==> config.mk <==
export PLATFORM = sky130hd
export DESIGN_NAME = mem_port_arbiter
export DESIGN_NICKNAME = d
export VERILOG_FILES = /design/src/rtl/mem_port_arbiter.sv
export SDC_FILE = /design/constraint.sdc
export NUM_CORES = 1
export LEC_CHECK = 0
export CORE_ASPECT_RATIO = 1.25
export CORE_MARGIN = 8
export CORE_UTILIZATION = 40
export CTS_BUF_LIST = sky130_fd_sc_hd__clkbuf_8 sky130_fd_sc_hd__clkbuf_16
export DETAILED_ROUTE_END_ITERATION = 10
export HOLD_SLACK_MARGIN = 0.06
export PLACE_DENSITY_LB_ADDON = 0.08
export SYNTH_ARGS = -nofsm -noshare
export SYNTH_HDL_FRONTEND = slang
export SYNTH_SLANG_ARGS = --single-unit
==> constraint.sdc <==
create_clock -name clk -period 4.67 [get_ports clk]
set_input_delay 0.467 -clock clk [delete_from_list [all_inputs] [get_ports clk]]
set_output_delay 0.467 -clock clk [all_outputs]
set_load 0.01 [all_outputs]
==> src/rtl/mem_port_arbiter.sv <==
// rtl/mem_port_arbiter.sv - shares one memory port between instruction fetch and data load/store
module mem_port_arbiter #(
   parameter int ADDR_W       = 32,
   parameter int DATA_W       = 32,
   parameter int MAX_D_STREAK = 4
) (
   input  logic              clk,
   input  logic              rst_n,
   input  logic              i_req_i,
   input  logic [ADDR_W-1:0] i_addr_i,
   input  logic              i_kill_i,
   output logic              i_ack_o,
   output logic              i_rvalid_o,
   output logic [DATA_W-1:0] i_rdata_o,
   input  logic              d_req_i,
   input  logic [ADDR_W-1:0] d_addr_i,
   input  logic [3:0]        d_we_i,
   input  logic [DATA_W-1:0] d_wdata_i,
   output logic              d_ack_o,
   output logic              d_rvalid_o,
   output logic [DATA_W-1:0] d_rdata_o,
   output logic              mem_req_o,
   output logic [ADDR_W-1:0] mem_addr_o,
   output logic [3:0]        mem_we_o,
   output logic [DATA_W-1:0] mem_wdata_o,
   input  logic              mem_gnt_i,
   input  logic              mem_rvalid_i,
   input  logic [DATA_W-1:0] mem_rdata_i
);

   localparam int SW = $clog2(MAX_D_STREAK + 1);
   localparam logic [SW-1:0] STREAK_MAX = SW'(MAX_D_STREAK);

   typedef enum logic [1:0] {IDLE, REQ, WAIT} state_t;

   state_t        state, state_nx;
   logic [SW-1:0] streak;
   logic          owner_d;   // 1: D port owns the transaction, 0: I port
   logic          kill_q;
   logic          grant_any;
   logic          grant_d;
   logic          kill_eff;

   // A kill arriving in the same cycle as the response still drops it
   assign kill_eff = kill_q | (i_kill_i & ~owner_d);

   // Next-state and arbitration decision
   always_comb begin
      state_nx  = state;
      grant_any = 1'b0;
      grant_d   = 1'b0;
      case (state)
         IDLE: begin
            if (i_req_i || d_req_i) begin
               grant_any = 1'b1;
               grant_d   = d_req_i && !(i_req_i && (streak == STREAK_MAX));
               state_nx  = REQ;
            end
         end
         REQ:     if (mem_gnt_i)    state_nx = WAIT;
         WAIT:    if (mem_rvalid_i) state_nx = IDLE;
         default: state_nx = IDLE;
      endcase
   end

   // State register
   always_ff @(posedge clk) begin
      if (!rst_n) state <= IDLE;
      else        state <= state_nx;
   end

   // Latched transaction, streak, kill flag and registered response outputs
   always_ff @(posedge clk) begin
      if (!rst_n) begin
         streak      <= '0;
         owner_d     <= 1'b0;
         kill_q      <= 1'b0;
         i_ack_o     <= 1'b0;
         i_rvalid_o  <= 1'b0;
         i_rdata_o   <= '0;
         d_ack_o     <= 1'b0;
         d_rvalid_o  <= 1'b0;
         d_rdata_o   <= '0;
         mem_req_o   <= 1'b0;
         mem_addr_o  <= '0;
         mem_we_o    <= '0;
         mem_wdata_o <= '0;
      end else begin
         i_ack_o    <= 1'b0;
         d_ack_o    <= 1'b0;
         i_rvalid_o <= 1'b0;
         d_rvalid_o <= 1'b0;
         case (state)
            IDLE: begin
               kill_q <= 1'b0;
               if (grant_any) begin
                  owner_d     <= grant_d;
                  i_ack_o     <= ~grant_d;
                  d_ack_o     <= grant_d;
                  mem_req_o   <= 1'b1;
                  mem_addr_o  <= grant_d ? d_addr_i : i_addr_i;
                  mem_we_o    <= grant_d ? d_we_i : 4'b0000;
                  mem_wdata_o <= grant_d ? d_wdata_i : '0;
                  if (!grant_d)
                     streak <= '0;
                  else if (i_req_i && (streak != STREAK_MAX))
                     streak <= streak + SW'(1);
               end
            end
            REQ: begin
               if (!owner_d && i_kill_i) kill_q <= 1'b1;
               if (mem_gnt_i) mem_req_o <= 1'b0;
            end
            WAIT: begin
               if (!owner_d && i_kill_i) kill_q <= 1'b1;
               if (mem_rvalid_i) begin
                  kill_q <= 1'b0;
                  if (owner_d) begin
                     d_rvalid_o <= 1'b1;
                     if (mem_we_o == 4'b0000) d_rdata_o <= mem_rdata_i;
                  end else if (!kill_eff) begin
                     i_rvalid_o <= 1'b1;
                     i_rdata_o  <= mem_rdata_i;
                  end
               end
            end
            default: ;
         endcase
      end
   end

endmodule

==> flow_metrics.tcl <==
set metrics [dict create \
    dp_slack_ps 1750 \
    cts.clk_slew.worst_paths_ps 60 \
    status "complete, no violations" \
    max-slew-margin-rel 0.139 \
    cts_hold_buf 0 \
    synth_enable_flop_cells 0 \
    placementRows 49 \
    end_kind "flip-flop" \
    clk_path_buf_depth 2 \
    grt_first_pass_wirelength_um 32700 \
    cp_num_buf_inv 2 \
    start_util 0.407 \
    die-area_sq_mm 0.0187 \
    register_area_sq_mm 0.00288 \
    setup_viol_count_final 0 \
    required_ps 5020 \
    fin_crit_sh 0.546 \
    fp.dieW_um 124 \
    num_vias 6185 \
    drive_gt1_frac 0.0493 \
    antenna_cells 0 \
    worstSetupPathType "input pin to flip-flop" \
    synthFlopType "dfxtp_1" \
    crit_arrival_ps 2900 \
    critPathSlowestCell "o21ai_4" \
    design.portCount 276 \
    via_per_inst 5.67 \
    grt_max_degree 68 \
    r2r-start "state[0]$_SDFFE_PN0P_" \
    synth_area_per_cell_sq_um 8.64 \
    cts_tree "built" \
    final_area_sq_mm 0.00911 \
    rsz0062_at_grt "false" \
    syn-num-nets 819 \
    peakVddDrop_uv 248 \
    skew_ps 3.73 \
    synth-seq-area-share 0.496 \
    startpoint "i_req_i" \
    setup-tns-final_ps 0 \
    ctsRootBufferMaster "clkbuf_16" \
    grt_pass1_vias 6269 \
    fmax_mhz 392 \
    slew_violations 0 \
    cts_resized 0 \
    hold_path_startpoint "i_rdata_o[31]$_SDFFE_PN0P_" \
    drc 0 \
    power_uw 3590 \
    pwr_density_cell_mw_per_mm2 394 \
    async_reset_ff_frac 0 \
    grt_antenna_before_repair 0 \
    cts_sinks 144 \
    dpl.hpwl_um 15000 \
    routed_wl_um 21400 \
    gp_congestion 0.791 \
    syn_area_sq_mm 0.00582 \
    coreArea_sq_mm 0.0143 \
    nets 1045 \
    ys_ff_latch 144 \
    port_buffers 275 \
    multi_input_comb_area_sq_mm 0.00258 \
    wire_per_inst_um 19.7 \
    p_leak_uw 0.00311 \
    track_usage 0.222 \
    cts_buffers 17 \
    syn_to_final_growth_pct 56.6 \
    slowest_delay_ps 1090 \
    fin_crit_ps 2550 \
    ant_nets 0 \
    holdWs_ps 472 \
    fin_ws_ps 2120 \
    drtIter0Drc 603 \
    firstDrtPassIters 4 \
    clkLatencyLatePin_ps 410 \
    hold_class "flip-flop to flip-flop" \
    hold_violations 0 \
    mostFrequentLayoutCells "275 x clkdlybuf4s50_1, 144 x dfxtp_1, 101 x a21oi_1" \
    final.fill_count 1264 \
    cp-start-kind "input pin" \
    timing.critical_path.cells "clkdlybuf4s50_1, o21ai_4, buf_4, a32oi_1, nor2_1" \
    synthDistinctLibCells 38 \
    crit_fanout 49 \
    dpl-instance-area_sq_mm 0.00852 \
    maxCapViolCount 0 \
    tightest_slew_ps 1290 \
    yosysWarnings 0 \
    final_common_cell "clkdlybuf4s50_1" \
    htree_levels 4 \
    post-cts-setup-buffers 0 \
    path_delay_family "compound AO/OA/AOI/OAI gates" \
    synthCells 673 \
    die_h_um 151 \
    overflow 0 \
]
==> final timing paths <==
path,slack [ps],depth (start not counted),to
setup / recovery,2120,5,mem_wdata_o[16]$_SDFFE_PN0P_
hold / removal,470,2,i_rdata_o[31]$_SDFFE_PN0P_
setup reg to reg,2160,6,mem_addr_o[5]$_SDFFE_PN0P_
hold reg to reg,470,2,i_rdata_o[31]$_SDFFE_PN0P_
==> through the flow <==
stage / instances / util
floorplan: 673 / -
CTS: 1090 / 0.638
global placement: 1058 / 0.597
global route: 1090 / 0.638
finish: 1090 / 0.638
detailed placement: 1058 / 0.597
==> per-layer routing <==
layer  wire, um  vias up  GRT usage  share of wire
met5          0        -          0              0
met4        869        0      0.112          0.041
met3       2220       52     0.0940           0.10
met2      10400      259      0.366           0.49
met1       7940     2941      0.236           0.37
li1           -     2933          -              -
==> worst min-delay path, cell delays in order, from the launching register on <==
cell	delay, ps
dfxtp_1	300
o21ai_0	60
a21oi_1	60
==> sequential cells by signal (all words and copies together) (netlist names) <==
signal and count:
mem_wdata_o 32, i_ack_o 1, i_rdata_o 32, owner_d 1, mem_we_o 4, mem_addr_o 32
d_ack_o 1, kill_q 1, i_rvalid_o 1, mem_req_o 1, d_rvalid_o 1, streak 3
state 2, d_rdata_o 32
==> final cells by class <==
| class | instances | share of cell area |
|---|---|---|
| inverter | 6 | 0.00261 |
| sequential | 144 | 0.316 |
| clock buffer | 20 | 0.0512 |
| timing repair buffer | 283 | 0.309 |
| multi-input combinational | 447 | 0.284 |
| tap | 178 | 0.0245 |
| clock inverter | 12 | 0.0129 |
==> kinds of logic after synthesis <==
family	share of synthesized area
compound gates	0.300
flops	0.496
buf+inv	0.0633
simple gates	0.124
fa+ha+maj	0.0151
xor+xnor	0.00151
==> power by group <==
group | total, uW | leakage, uW | internal, uW | switching [uW]
Sequential | 1400 | 0.00117 | 1340 | 63.4
Combinational | 857 | 0.00164 | 407 | 450
Clock | 1330 | 0.000286 | 820 | 508
==> Yosys cell counts (2+ instances only) <==
master / instances / area share
a32oi_1: 37 / 0.056
and3_1: 2 / 0.0022
dfxtp_1: 144 / 0.50
nor2b_1: 2 / 0.0022
buf_6: 3 / 0.0058
nor2_1: 41 / 0.026
nand3_1: 34 / 0.029
inv_1: 5 / 0.0032
a211oi_1: 2 / 0.0026
o21a_1: 2 / 0.0026
nand4_1: 2 / 0.0022
o21ai_1: 33 / 0.028
a21oi_1: 101 / 0.087
o21ai_0: 97 / 0.083
buf_2: 27 / 0.023
ha_1: 7 / 0.015
clkbuf_1: 44 / 0.028
nand3b_1: 32 / 0.041
nand2_1: 8 / 0.0052
a31oi_1: 32 / 0.034
(Power assumes the default switching activity.)
